File: config.mk
export PLATFORM = sky130hd
export DESIGN_NAME = mips_reg_bank_sb
export DESIGN_NICKNAME = d
export VERILOG_FILES = /design/src/rtl/mips_pkg.sv /design/src/rtl/mips_reg_scoreboard.sv /design/src/rtl/mips_reg_bank_sb.sv
export SDC_FILE = /design/constraint.sdc
export NUM_CORES = 2
export LEC_CHECK = 0
export ABC_CLOCK_PERIOD_IN_PS = 7100
export CAP_MARGIN = 15
export CORE_ASPECT_RATIO = 1.75
export CORE_MARGIN = 2
export CORE_UTILIZATION = 37
export DETAILED_ROUTE_END_ITERATION = 10
export DONT_BUFFER_PORTS = 1
export PLACE_DENSITY_LB_ADDON = 0.2
export SYNTH_ARGS = -nofsm -noshare
export SYNTH_HDL_FRONTEND = slang
export SYNTH_SLANG_ARGS = --single-unit
File: constraint.sdc
create_clock -name clk -period 7.1 [get_ports clk]
set_input_delay 1.42 -clock clk [delete_from_list [all_inputs] [get_ports clk]]
set_output_delay 1.42 -clock clk [all_outputs]
set_load 0.02 [all_outputs]
File: src/rtl/mips_pkg.sv
// Shared definitions for the MIPS register bank with scoreboard.
//   - Default data/address widths for the bank.
//   - State type of the sequenced clear engine.
//   - Address of the architectural zero register.
package mips_pkg;

  localparam int DATA_W_DEF = 32;
  localparam int ADDR_W_DEF = 5;

  // Architectural zero register index (R0).
  localparam int unsigned REG_ZERO = 0;

  // Clear engine: idle, or sweeping one register per cycle.
  typedef enum logic {
    IDLE  = 1'b0,
    CLEAR = 1'b1
  } clr_state_e;

endpackage

File: src/rtl/mips_reg_scoreboard.sv
// Per-register pending (in-flight producer) scoreboard.
//   clk, reset   : clock, synchronous active-high reset
//   issue_eff_i  : qualified issue; sets pending[issue_dr_i]
//   write_eff_i  : qualified writeback; clears pending[dr_i]
//   clr_en_i     : clear sweep active; clears pending[clr_addr_i]
//   sr1_i/sr2_i  : decode source addresses
//   pend1_o/2_o  : source has an outstanding producer
module mips_reg_scoreboard
  import mips_pkg::*;
#(
  parameter int ADDR_W  = ADDR_W_DEF,
  parameter bit ZERO_R0 = 1'b1,
  parameter bit BYPASS  = 1'b1
) (
  input  logic              clk,
  input  logic              reset,
  input  logic              issue_eff_i,
  input  logic [ADDR_W-1:0] issue_dr_i,
  input  logic              write_eff_i,
  input  logic [ADDR_W-1:0] dr_i,
  input  logic              clr_en_i,
  input  logic [ADDR_W-1:0] clr_addr_i,
  input  logic [ADDR_W-1:0] sr1_i,
  input  logic [ADDR_W-1:0] sr2_i,
  output logic              pend1_o,
  output logic              pend2_o
);

  localparam int DEPTH = 1 << ADDR_W;
  localparam logic [ADDR_W-1:0] ZERO_ADDR = ADDR_W'(REG_ZERO);

  logic [DEPTH-1:0] pend_q;
  logic [DEPTH-1:0] pend_d;
  logic             fwd_clear;
  logic             fwd1;
  logic             fwd2;

  always_comb begin
    // NOTE: start from the held value so every path assigns pend_d; a
    // missing default in always_comb would infer a latch.
    pend_d = pend_q;
    if (clr_en_i)    pend_d[clr_addr_i] = 1'b0;
    if (write_eff_i) pend_d[dr_i]       = 1'b0;
    // Issued last so a same-cycle issue to the written register wins:
    // the new producer is still in flight.
    if (issue_eff_i) pend_d[issue_dr_i] = 1'b1;
  end

  always_ff @(posedge clk) begin
    // NOTE: non-blocking assignment for all flop state so every reader
    // sees the pre-edge value regardless of block evaluation order.
    if (reset) pend_q <= '0;
    else       pend_q <= pend_d;
  end

  // A write landing this cycle already resolves the hazard when it is
  // forwarded, unless the same cycle re-claims that register.
  assign fwd_clear = BYPASS && write_eff_i && !(issue_eff_i && issue_dr_i == dr_i);
  assign fwd1      = fwd_clear && (dr_i == sr1_i);
  assign fwd2      = fwd_clear && (dr_i == sr2_i);

  assign pend1_o = (ZERO_R0 && sr1_i == ZERO_ADDR) ? 1'b0 : (pend_q[sr1_i] & ~fwd1);
  assign pend2_o = (ZERO_R0 && sr2_i == ZERO_ADDR) ? 1'b0 : (pend_q[sr2_i] & ~fwd2);

endmodule

File: src/rtl/mips_reg_bank_sb.sv
// Parametrised MIPS register bank with RAW scoreboard and clear engine.
//   clk, reset     : clock, synchronous active-high reset
//   sr1/sr2        : read addresses; rd1/rd2 combinational read data
//   dr/wrData/write: writeback port
//   issue/issue_dr : claim issue_dr as pending at issue
//   pend1/pend2    : sr1/sr2 have an outstanding producer
//   clr_req        : start a DEPTH-cycle sweep zeroing every register
//   busy           : sweep in progress (writes and issues dropped)
module mips_reg_bank_sb
  import mips_pkg::*;
#(
  parameter int DATA_W  = DATA_W_DEF,
  parameter int ADDR_W  = ADDR_W_DEF,
  parameter bit ZERO_R0 = 1'b1,
  parameter bit BYPASS  = 1'b1
) (
  input  logic              clk,
  input  logic              reset,
  input  logic [ADDR_W-1:0] sr1,
  input  logic [ADDR_W-1:0] sr2,
  output logic [DATA_W-1:0] rd1,
  output logic [DATA_W-1:0] rd2,
  input  logic [ADDR_W-1:0] dr,
  input  logic [DATA_W-1:0] wrData,
  input  logic              write,
  input  logic              issue,
  input  logic [ADDR_W-1:0] issue_dr,
  output logic              pend1,
  output logic              pend2,
  input  logic              clr_req,
  output logic              busy
);

  localparam int DEPTH = 1 << ADDR_W;
  localparam logic [ADDR_W-1:0] ZERO_ADDR = ADDR_W'(REG_ZERO);
  localparam logic [ADDR_W-1:0] LAST_IDX  = ADDR_W'(DEPTH - 1);

  logic [DATA_W-1:0] regs_q [DEPTH];
  clr_state_e        state_q, state_d;
  logic [ADDR_W-1:0] cnt_q, cnt_d;
  logic              write_eff;
  logic              issue_eff;

  assign busy      = (state_q == CLEAR);
  assign write_eff = write & ~busy & ~(ZERO_R0 && dr == ZERO_ADDR);
  assign issue_eff = issue & ~busy & ~(ZERO_R0 && issue_dr == ZERO_ADDR);

  // Clear engine: one register per cycle, terminal at the last index.
  always_comb begin
    state_d = state_q;
    cnt_d   = cnt_q;
    unique case (state_q)
      IDLE: begin
        if (clr_req) begin
          state_d = CLEAR;
          cnt_d   = '0;
        end
      end
      CLEAR: begin
        if (cnt_q == LAST_IDX) begin
          state_d = IDLE;
          cnt_d   = '0;
        end else begin
          cnt_d = cnt_q + ADDR_W'(1);
        end
      end
      default: begin
        state_d = IDLE;
        cnt_d   = '0;
      end
    endcase
  end

  always_ff @(posedge clk) begin
    if (reset) begin
      state_q <= IDLE;
      cnt_q   <= '0;
    end else begin
      state_q <= state_d;
      cnt_q   <= cnt_d;
    end
  end

  // NOTE: the array is reset explicitly because a bank reset must leave
  // every register reading zero; this forces flops rather than a RAM macro.
  always_ff @(posedge clk) begin
    if (reset) begin
      for (int i = 0; i < DEPTH; i++) regs_q[i] <= '0;
    end else if (busy) begin
      regs_q[cnt_q] <= '0;
    end else if (write_eff) begin
      regs_q[dr] <= wrData;
    end
  end

  // Read mux: zero register, then same-cycle forward, then array.
  always_comb begin
    if (ZERO_R0 && sr1 == ZERO_ADDR)           rd1 = '0;
    else if (BYPASS && write_eff && dr == sr1) rd1 = wrData;
    else                                       rd1 = regs_q[sr1];

    if (ZERO_R0 && sr2 == ZERO_ADDR)           rd2 = '0;
    else if (BYPASS && write_eff && dr == sr2) rd2 = wrData;
    else                                       rd2 = regs_q[sr2];
  end

  mips_reg_scoreboard #(
    .ADDR_W  (ADDR_W),
    .ZERO_R0 (ZERO_R0),
    .BYPASS  (BYPASS)
  ) u_scoreboard (
    .clk         (clk),
    .reset       (reset),
    .issue_eff_i (issue_eff),
    .issue_dr_i  (issue_dr),
    .write_eff_i (write_eff),
    .dr_i        (dr),
    .clr_en_i    (busy),
    .clr_addr_i  (cnt_q),
    .sr1_i       (sr1),
    .sr2_i       (sr2),
    .pend1_o     (pend1),
    .pend2_o     (pend2)
  );

endmodule
==> flow_summary.json <==
{
  "outcome": "completed",
  "synth_cell_types": 84,
  "startpoint": "sr2[0]",
  "insertion_delay_ns": 0.73,
  "slew_viol_final": 0,
  "final_cell_mix": "edfxtp_1, nor2_1, mux4_2",
  "ys_seq_elements": 1062,
  "synthArstFlopShare_pct": 0,
  "final_net_count": 4155,
  "htree_num_levels": 3,
  "crit_type": "primary input to output pin",
  "grt_pass1_wl_um": 331000,
  "cp_max_fo": 319,
  "dpl_cell_area_mm2": 0.0591,
  "dieArea_mm2": 0.158,
  "io_pins": 124,
  "wl_um": 242000,
  "ant_nets": 0,
  "clkPwrFrac_pct": 38.4,
  "syn_to_final_growth_pct": 9.45,
  "drive_gt1_share_pct": 21.3,
  "hold_path_class": "register to register",
  "finalSetupViolCount": 0,
  "period_needed_ns": 6.21,
  "rr_worst_depth": 6,
  "cts.path.max_buffers": 3,
  "required_ns": 5.68,
  "grt-ovfl-total": 0,
  "power.internal_mw": 10.7,
  "final_common_cell": "edfxtp_1",
  "synth_edf_count": 1024,
  "worst_pin_slew_ns": 1.31,
  "place.port_buffers": 0,
  "clockRootBuffer": "clkbuf_16",
  "dpl.hpwl_um": 146000,
  "critical_path_arrival_ns": 4.79,
  "post-synth-top-area-cell": "edfxtp_1",
  "cp-endpoint": "rd2[25]",
  "avgViaCountPerCell": 6.63,
  "vias": 41099,
  "rsz0062_at_grt": "false",
  "fmax_mhz": 161,
  "core_mm2": 0.153,
  "num_rows": 190,
  "max-vdd-ir-drop_mv": 0.174,
  "synth_flop_cell": "edfxtp_1",
  "clock_sinks": 1062,
  "cellPowerDensity_mw_per_mm2": 231,
  "synth_area_leaders": "edfxtp_1, mux4_2, nor2_1, mux2i_1, nor3_1",
  "power_leakage_nw": 20.0,
  "p_seq_share_pct": 49.9,
  "cts_tree": "yes",
  "avgSynthCellArea_um2": 13.3,
  "dieHeight_um": 524,
  "finalHoldViolCount": 0,
  "grt_max_degree": 320,
  "finClkSkew_ns": 0.0282,
  "track_usage_pct": 30.3,
  "ys_seq_area_share_pct": 55.2,
  "r2r_start": "busy",
  "worst_setup_path_end_kind": "output pin",
  "r2r_end": "regs_q[17][19]",
  "ff2ff_setup_slack_ns": 2.54,
  "cts-buffers-inserted": 100,
  "setup_tns_ns": 0,
  "holdBufCountCts": 0,
  "start_util_pct": 37.3,
  "crit_path_start_kind": "primary input",
  "switchingPower_mw": 3.72,
  "sw_frac_of_total_pct": 25.8,
  "clk_pin_slew_ns": 0.06,
  "ctsResizeCount": 0,
  "fin_crit_sh_pct": 87.4,
  "combPwrFrac_pct": 11.7,
  "first_pass_iters": 6,
  "postSynthCellCount": 4297,
  "die_w_um": 301,
  "drc": 0,
  "yosys.area.top_type_share_pct": 53.9,
  "drt_iter0_markers": 5100,
  "wire_per_inst_um": 39.0,
  "final_area_mm2": 0.0625,
  "yosys_warnings": 0,
  "antenna_found_initial": 14,
  "slew_headroom_pct": 10.2,
  "post_cts_buffers": 0,
  "drv_cap": 0,
  "grt_pass1_vias": 41349,
  "gp_congestion": 0.951,
  "syn_area_mm2": 0.0571
}
## layout make-up
type / instances / area, um2
repair buffers: 154 / 1420
fillers: 14273 / 90600
inverters: 14 / 52.6
clock inverters: 68 / 614
well taps: 2016 / 2520
diodes: 9 / 22.5
multi-input cells: 2761 / 23700
flip-flops and latches: 1062 / 31500
clock buffers: 117 / 2630
## synthesized netlist by cell type (all sizes together), types with 5 or more instances
| cell | number |
|---|---|
| and2 | 14 |
| buf | 243 |
| clkbuf | 248 |
| a22oi | 79 |
| o22a | 16 |
| o22ai | 82 |
| mux2 | 57 |
| or2 | 7 |
| nand3 | 44 |
| nand2b | 23 |
| nor4b | 8 |
| xnor2 | 8 |
| a211oi | 25 |
| dfxtp | 38 |
| a221o | 13 |
| nor2 | 730 |
| and3b | 6 |
| a21oi | 64 |
| nor2b | 27 |
| o21ai | 77 |
| a32oi | 6 |
| a31oi | 7 |
| nor4 | 25 |
| nor3 | 421 |
| nand4 | 27 |
| o221ai | 8 |
| and3 | 7 |
| o211ai | 19 |
| inv | 12 |
| a221oi | 47 |
| a2111oi | 12 |
| xor2 | 6 |
| ha | 5 |
| nand2 | 115 |
| nor3b | 17 |
| mux4 | 416 |
| a22o | 15 |
| o2111ai | 8 |
| or3 | 6 |
| nand3b | 5 |
| mux2i | 237 |
| edfxtp | 1024 |
## stage by stage
stage	std cells	worst slack (ns)	util, %	hold WS (ns)	power [mW]
2_1_floorplan	4328	1.55	-	0.460	8.47
3_3_place_gp	5998	1.08	38.6	0.476	8.96
3_5_place_dp	6002	1.01	38.6	0.490	8.98
4_1_cts	6187	1.02	40.7	0.498	14.4
5_1_grt	6195	0.746	40.8	0.525	14.7
6_report	6201	0.895	40.8	0.501	14.4
## how the worst min path moves through the flow
| stage | start | to | slack [ns] | cells after the start |
|---|---|---|---|---|
| 2_1_floorplan | u_scoreboard.pend_q[23] | u_scoreboard.pend_q[23] | 0.46 | 2 |
| 3_3_place_gp | u_scoreboard.pend_q[21] | u_scoreboard.pend_q[21] | 0.48 | 2 |
| 3_5_place_dp | u_scoreboard.pend_q[20] | u_scoreboard.pend_q[20] | 0.49 | 2 |
| 4_1_cts | u_scoreboard.pend_q[20] | u_scoreboard.pend_q[20] | 0.50 | 2 |
| 5_1_grt | u_scoreboard.pend_q[21] | u_scoreboard.pend_q[21] | 0.53 | 2 |
| 6_report | u_scoreboard.pend_q[20] | u_scoreboard.pend_q[20] | 0.50 | 2 |
## kinds of logic after synthesis
logic type	after synthesis	synth area share (%)
multiplexers	710	21.7
XOR/XNOR	14	0.215
other	1	0.00657
buffers and inverters	505	4.15
AND/OR/NAND/NOR	1494	12.3
flip-flops	1062	55.2
AO/OA/AOI/OAI	506	6.32
adder cells (fa/ha/maj)	5	0.110
## flip-flops by register name, summed over array words and instances, names as in the netlist
name,cells
busy,1
u_scoreboard.pend_q,32
cnt_q,5
regs_q,1024
## routing by layer
layer	global-route usage, %	vias up	wire [um]
li1	-	16353	-
met1	34.2	21400	81300
met2	51.5	2540	119000
met3	6.17	794	21400
met4	21.1	12	19600
met5	0	-	70
## critical path, cell delays in order
cell,delay [ns]
nor4_1,0.88
or2_2,0.71
o32ai_1,0.18
a31oi_1,0.52
a21oi_1,0.48
## power groups by stage
stage,clock [mW],combinational (mW),sequential [mW]
global placement,0,1.64,7.32
floorplan,0,1.18,7.29
global route,5.78,1.71,7.22
finish,5.55,1.69,7.20
detailed placement,0,1.65,7.33
CTS,5.58,1.65,7.20
Note: power is estimated with default switching activity, not from simulation.
